<file path="src/rtl/ip_header_tx.sv">
// IPv4 header builder: latches a descriptor, emits a 20-byte header, then passes the payload.
// Define IP_HEADER_TX_CHECKSUM_EN to compute the header checksum internally.
module ip_header_tx (
   input  logic        clk,
   input  logic        rst,
   input  logic        hdr_valid,
   output logic        hdr_ready,
   input  logic [5:0]  dscp,
   input  logic [1:0]  ecn,
   input  logic [15:0] payload_length,
   input  logic [15:0] identification,
   input  logic [2:0]  flags,
   input  logic [12:0] fragment_offset,
   input  logic [7:0]  ttl,
   input  logic [7:0]  protocol,
   input  logic [15:0] header_checksum,
   input  logic [31:0] source_ip,
   input  logic [31:0] dest_ip,
   input  logic [7:0]  s_axis_tdata,
   input  logic        s_axis_tvalid,
   output logic        s_axis_tready,
   input  logic        s_axis_tlast,
   output logic [7:0]  m_axis_tdata,
   output logic        m_axis_tvalid,
   input  logic        m_axis_tready,
   output logic        m_axis_tlast
);

`ifdef IP_HEADER_TX_CHECKSUM_EN
   typedef enum logic [2:0] {StIdle, StSum, StFold, StHeader, StPayload} state_t;
`else
   typedef enum logic [2:0] {StIdle, StHeader, StPayload} state_t;
`endif

   state_t      state;
   logic [5:0]  dscp_q;
   logic [1:0]  ecn_q;
   logic [15:0] plen_q;
   logic [15:0] id_q;
   logic [2:0]  flags_q;
   logic [12:0] frag_q;
   logic [7:0]  ttl_q;
   logic [7:0]  proto_q;
   logic [31:0] src_q;
   logic [31:0] dst_q;
   logic [15:0] csum_q;
   logic [4:0]  cnt_q;
   logic [7:0]  out_data_q;
   logic        out_valid_q;
   logic        out_last_q;

   logic [15:0] total_len;
   logic [4:0]  nxt_idx;
   logic [7:0]  nxt_byte;

   assign total_len = plen_q + 16'd20;
   assign nxt_idx   = cnt_q + 5'd1;
   assign hdr_ready = (state == StIdle);

`ifdef IP_HEADER_TX_CHECKSUM_EN
   logic [19:0] acc_q;
   logic [19:0] sum_w;
   logic [16:0] fold1;
   logic [15:0] fold2;
   logic        unused_hdr_checksum;

   assign unused_hdr_checksum = ^header_checksum;

   // Checksum word itself is taken as zero, so it is simply left out of the sum.
   always_comb begin
      sum_w = {4'b0, 8'h45, dscp_q, ecn_q}
            + {4'b0, total_len}
            + {4'b0, id_q}
            + {4'b0, flags_q, frag_q}
            + {4'b0, ttl_q, proto_q}
            + {4'b0, src_q[31:16]}
            + {4'b0, src_q[15:0]}
            + {4'b0, dst_q[31:16]}
            + {4'b0, dst_q[15:0]};
   end

   assign fold1 = {1'b0, acc_q[15:0]} + {13'b0, acc_q[19:16]};
   assign fold2 = fold1[15:0] + {15'b0, fold1[16]};
`endif

   always_comb begin
      nxt_byte = 8'h00;
      case (nxt_idx)
         5'd1:    nxt_byte = {dscp_q, ecn_q};
         5'd2:    nxt_byte = total_len[15:8];
         5'd3:    nxt_byte = total_len[7:0];
         5'd4:    nxt_byte = id_q[15:8];
         5'd5:    nxt_byte = id_q[7:0];
         5'd6:    nxt_byte = {flags_q, frag_q[12:8]};
         5'd7:    nxt_byte = frag_q[7:0];
         5'd8:    nxt_byte = ttl_q;
         5'd9:    nxt_byte = proto_q;
         5'd10:   nxt_byte = csum_q[15:8];
         5'd11:   nxt_byte = csum_q[7:0];
         5'd12:   nxt_byte = src_q[31:24];
         5'd13:   nxt_byte = src_q[23:16];
         5'd14:   nxt_byte = src_q[15:8];
         5'd15:   nxt_byte = src_q[7:0];
         5'd16:   nxt_byte = dst_q[31:24];
         5'd17:   nxt_byte = dst_q[23:16];
         5'd18:   nxt_byte = dst_q[15:8];
         5'd19:   nxt_byte = dst_q[7:0];
         default: nxt_byte = 8'h00;
      endcase
   end

   always_ff @(posedge clk or posedge rst) begin
      if (rst) begin
         state       <= StIdle;
         dscp_q      <= '0;
         ecn_q       <= '0;
         plen_q      <= '0;
         id_q        <= '0;
         flags_q     <= '0;
         frag_q      <= '0;
         ttl_q       <= '0;
         proto_q     <= '0;
         src_q       <= '0;
         dst_q       <= '0;
         csum_q      <= '0;
         cnt_q       <= '0;
         out_data_q  <= '0;
         out_valid_q <= 1'b0;
         out_last_q  <= 1'b0;
`ifdef IP_HEADER_TX_CHECKSUM_EN
         acc_q       <= '0;
`endif
      end else begin
         unique case (state)
            StIdle: begin
               if (hdr_valid) begin
                  dscp_q  <= dscp;
                  ecn_q   <= ecn;
                  plen_q  <= payload_length;
                  id_q    <= identification;
                  flags_q <= flags;
                  frag_q  <= fragment_offset;
                  ttl_q   <= ttl;
                  proto_q <= protocol;
                  src_q   <= source_ip;
                  dst_q   <= dest_ip;
                  cnt_q   <= '0;
`ifdef IP_HEADER_TX_CHECKSUM_EN
                  state   <= StSum;
`else
                  csum_q      <= header_checksum;
                  out_data_q  <= 8'h45;
                  out_valid_q <= 1'b1;
                  out_last_q  <= 1'b0;
                  state       <= StHeader;
`endif
               end
            end
`ifdef IP_HEADER_TX_CHECKSUM_EN
            StSum: begin
               acc_q <= sum_w;
               state <= StFold;
            end
            StFold: begin
               csum_q      <= ~fold2;
               out_data_q  <= 8'h45;
               out_valid_q <= 1'b1;
               out_last_q  <= 1'b0;
               state       <= StHeader;
            end
`endif
            StHeader: begin
               // out_valid_q is always high here, so tready alone completes a beat.
               if (m_axis_tready) begin
                  if (cnt_q == 5'd19) begin
                     cnt_q       <= '0;
                     out_data_q  <= '0;
                     out_valid_q <= 1'b0;
                     out_last_q  <= 1'b0;
                     state       <= (plen_q == 16'd0) ? StIdle : StPayload;
                  end else begin
                     cnt_q      <= nxt_idx;
                     out_data_q <= nxt_byte;
                     out_last_q <= (nxt_idx == 5'd19) && (plen_q == 16'd0);
                  end
               end
            end
            StPayload: begin
               if (s_axis_tvalid && m_axis_tready && s_axis_tlast) begin
                  state <= StIdle;
               end
            end
            default: state <= StIdle;
         endcase
      end
   end

   always_comb begin
      if (state == StPayload) begin
         m_axis_tdata  = s_axis_tdata;
         m_axis_tvalid = s_axis_tvalid;
         m_axis_tlast  = s_axis_tlast;
         s_axis_tready = m_axis_tready;
      end else begin
         m_axis_tdata  = out_data_q;
         m_axis_tvalid = out_valid_q;
         m_axis_tlast  = out_last_q;
         s_axis_tready = 1'b0;
      end
   end

endmodule
</file>
<file path="config.mk">
export PLATFORM = sky130hd
export DESIGN_NAME = ip_header_tx
export DESIGN_NICKNAME = d
export VERILOG_FILES = /design/src/rtl/ip_header_tx.sv
export SDC_FILE = /design/constraint.sdc
export NUM_CORES = 1
export LEC_CHECK = 0
export CAP_MARGIN = 10
export CORE_ASPECT_RATIO = 0.6
export CORE_UTILIZATION = 45
export DETAILED_ROUTE_END_ITERATION = 6
export DONT_BUFFER_PORTS = 1
export PLACE_DENSITY = 0.73
export SYNTH_ARGS = -nofsm -noshare
export SYNTH_HDL_FRONTEND = slang
export SYNTH_SLANG_ARGS = --single-unit
</file>
<file path="constraint.sdc">
create_clock -name clk -period 4.9 [get_ports clk]
set_input_delay 0.245 -clock clk [delete_from_list [all_inputs] [get_ports clk]]
set_output_delay 0.245 -clock clk [all_outputs]
set_load 0.02 [all_outputs]
</file>
==> metrics.csv <==
stage;metric;value;unit
logic_synthesis;Synth Area per Inst;8.39;um2
power;internal power;2.86;mW
layout;Register Area;4230;um2
layout;antenna cells;0;
power;leak pwr;5.11;nW
grt;largest net degree at the start of global routing;104;
floorplanning;Placeable Area;18200;um2
routing;DR vias;7882;
layout;layout cells sized above 1;6.00;%
timing;Least-Margin Pin Slew;0.982;ns
timing;min cycle time layout;3.49;ns
power;Sw Ratio;39.4;%
grt;total gr overflow;0;
clock_tree;Post-CTS Resized;0;
logic_synthesis;Post-Syn Instances;1006;
timing;Final period util;71.2;%
timing;RSZ-0062 raised after global routing;no;
floorplanning;site row count;38;
place;Placer Congestion;0.967;
power;Clock power frac;28.3;%
routing;post-route ant nets;0;
floorplanning;DIE AREA;19300;um2
grt;first-pass GRT wire length;43300;um
floorplanning;Initial Util;46.3;%
routing;WL per Instance;21.0;um
timing;clock skew;0.0108;ns
timing;setup ws final;1.41;ns
clock_tree;Longest Clk Path Bufs;2;
clock_tree;TritonCTS clock tree;yes;
logic_synthesis;Post-synth EDFFs;0;
layout;Util after Layout;58.5;%
floorplanning;DIE WIDTH;179;um
timing;final-report setup violation count;0;
layout;area of the multi-input gates;3900;um2
logic_synthesis;Async SR Flop Fraction;100;%
logic_synthesis;post-synthesis instance area;8440;um2
clock_tree;CTS buffer count;17;
routing;DR pass1 iterations;7;
routing;drt drc;0;
logic_synthesis;FF+latch count, synth;169;
power;power after layout;4.72;mW
place;Placement Setup Slack;1.51;ns
clock_tree;clock sink total;169;
flow_run;max-cap viol count;0;
floorplanning;I/O pins;178;
power;Cell Pwr Density;443;nW/um2
logic_synthesis;distinct cell type count after synthesis;66;
routing;final wirelength;28800;um
layout;area grow syn2layout;26.2;%
place;input/output buffers;0;
critical_path;CP max FO;13;
timing;setup_tns;0;ns
clock_tree;Clock Pin Slew Worst Setup and Hold Paths;0.07;ns
logic_synthesis;Synth Warn #;0;
clock_tree;Clock Latency Late Sink;0.43;ns
grt;Tot GR Track Use;30.6;%
floorplanning;chip height;108;um
place;HPWL Detailed;19000;um
worst_hold_path;worst hold path class;in2reg;
logic_synthesis;Main synth FF type;dfrtp_1;
layout;post-route cell area;10700;um2
logic_synthesis;syn nets;1179;
routing;Starting DRT DRC Count;780;
clock_tree;H-tree levels;4;
critical_path;crit path DAT;3.86;ns
layout;# fillers;1537;
power;Seq pwr share;36.9;%
grt;vias in the first global route;7582;
timing;Hold Violations, Final;0;
logic_synthesis;sequential area share after synthesis;50.1;%
timing;fmax;0.287;GHz
critical_path;critical path type;reg2reg;
clock_tree;root buffer cell;clkbuf_16;
layout;Net count, final;1295;
critical_path;WP data required;5.27;ns
grt;initial antenna violation count;0;
critical_path;Setup crit end kind;flip-flop;
power;combinational share of power;34.9;%
place;Post-Place Cell Area;8560;um2
outcome;status;finished clean;
timing;Max-Slew Margin vs Limit;34.5;%
power;Net Sw Power;1.86;mW
routing;Vias per Instance;5.74;
power;VDD IR max;0.286;mV
critical_path;Startpoint Class;flip-flop;
timing;Slew Viols, Final;0;
==> path summary, 6_finish.rpt <==
path                            from       endpoint  slack [ns]  depth (start not counted)
hold reg to reg            dst_q[27]      dst_q[27]        0.48                          2
max in group asynchronous        rst       src_q[9]        3.55                          3
hold / removal               dscp[0]      dscp_q[0]        0.02                          2
setup / recovery            cnt_q[0]  out_data_q[1]        1.41                          8
setup reg to reg            cnt_q[0]  out_data_q[1]        1.41                          8
min in group asynchronous        rst      dscp_q[2]        0.39                          2
==> logic make-up (layout without fill, tap and decap cells) <==
group | Yosys count | count (layout) | synth area share (%)
DFF | 169 | 169 | 50.1
and+or+nand+nor | 562 | 562 | 26.7
xor gates and xnor gates | 14 | 14 | 1.54
AOI/OAI and AO/OA | 160 | 160 | 14.4
muxes | 19 | 19 | 2.46
adders and majority gates | 7 | 7 | 1.04
buffers and inverters | 75 | 203 | 3.74
==> per-stage QoR <==
stage                     hold slack [ns]  instances
after floorplan                     0.350       1006
after global placement              0.225       1190
after detailed placement            0.237       1190
after CTS                          0.0105       1374
after global routing               0.0205       1374
final                              0.0190       1374
==> power groups by stage <==
stage               clock network [mW]  registers (mW)  logic [mW]
finish                            1.33            1.74        1.64
floorplan                            0            1.68        1.14
global placement                     0            1.76        1.49
global route                      1.40            1.76        1.78
CTS                               1.34            1.73        1.60
detailed placement                   0            1.76        1.49
==> timing repair <==
action,in CTS,in global routing
endpoints found under the hold margin,218,0
setup endpoints to repair,0,0
buffers inserted,0,0
hold buffers,153,0
==> cell type report <==
class                           count  area share [%]
Inverter                            9           0.364
Clock inverter                     11            1.06
Multi-Input combinational cell    762            36.7
Clock buffer                       20            4.19
Sequential cell                   169            39.7
Timing Repair Buffer              163            15.2
Tap cell                          240            2.82
==> cell usage after synthesis, drive strengths merged, types with 2 or more instances <==
| cell | n | share of area, % |
|---|---|---|
| o32a | 3 | 0.36 |
| a311oi | 2 | 0.21 |
| or4 | 2 | 0.18 |
| o22ai | 20 | 1.5 |
| xor2 | 2 | 0.21 |
| o32ai | 2 | 0.21 |
| and2 | 7 | 0.55 |
| o22a | 2 | 0.21 |
| o211ai | 4 | 0.36 |
| o31ai | 2 | 0.18 |
| a2111oi | 2 | 0.21 |
| a21o | 2 | 0.18 |
| buf | 16 | 1.1 |
| a221o | 2 | 0.24 |
| a31oi | 6 | 0.44 |
| o221ai | 2 | 0.21 |
| o2111ai | 2 | 0.21 |
| and3 | 5 | 0.37 |
| xnor2 | 12 | 1.3 |
| nand2b | 2 | 0.15 |
| dfrtp | 169 | 50 |
| a221oi | 13 | 1.3 |
| a22o | 18 | 1.9 |
| o21ai | 23 | 1.4 |
| nor2 | 26 | 1.2 |
| clkbuf | 50 | 2.2 |
| nand4 | 3 | 0.22 |
| inv | 9 | 0.40 |
| a21oi | 7 | 0.42 |
| mux2 | 14 | 1.9 |
| ha | 7 | 1.0 |
| nor3 | 4 | 0.24 |
| nor4 | 3 | 0.22 |
| a22oi | 28 | 2.7 |
| nor2b | 5 | 0.37 |
| nand3 | 15 | 0.95 |
| nand2 | 479 | 21 |
| a31o | 2 | 0.21 |
| a211oi | 2 | 0.18 |
| nand3b | 3 | 0.27 |
| or2 | 3 | 0.22 |
| mux2i | 5 | 0.59 |
| a222oi | 8 | 0.95 |
==> cells in the final DEF, fill, tap and decap left out, drive strengths merged, types with 13 or more instances in the layout <==
| cell type | count |
|---|---|
| o22ai | 20 |
| mux2 | 14 |
| inv | 14 |
| nand3 | 15 |
| a221oi | 13 |
| a22o | 18 |
| nor2 | 26 |
| a22oi | 28 |
| nand2 | 479 |
| o21ai | 23 |
| dlygate4sd3 | 153 |
| clkbuf | 20 |
| dfrtp | 169 |
==> worst max-delay path: stages (launching register included) <==
cell and delay, ns:
dfrtp_1 0.51, ha_1 0.24, nand3_2 0.12, xor2_1 0.75, and2_1 0.63, and3_1 0.25, o32ai_1 0.08, a41oi_1 0.59
a22o_1 0.25
==> metal layers <==
metal	global-route usage (%)	vias up	wire length [um]
li1	-	3622	-
met1	46.2	3863	13800
met2	43.2	369	12000
met3	8.26	28	2640
met4	7.32	0	340
met5	0	-	0
==> state kept, by name, summed over array words and instances, names as in the netlist, 13 cells and up <==
name and count:
dst_q 32, csum_q 16, id_q 16, src_q 32
frag_q 13, plen_q 16
Power figures use the tool's default switching activity.
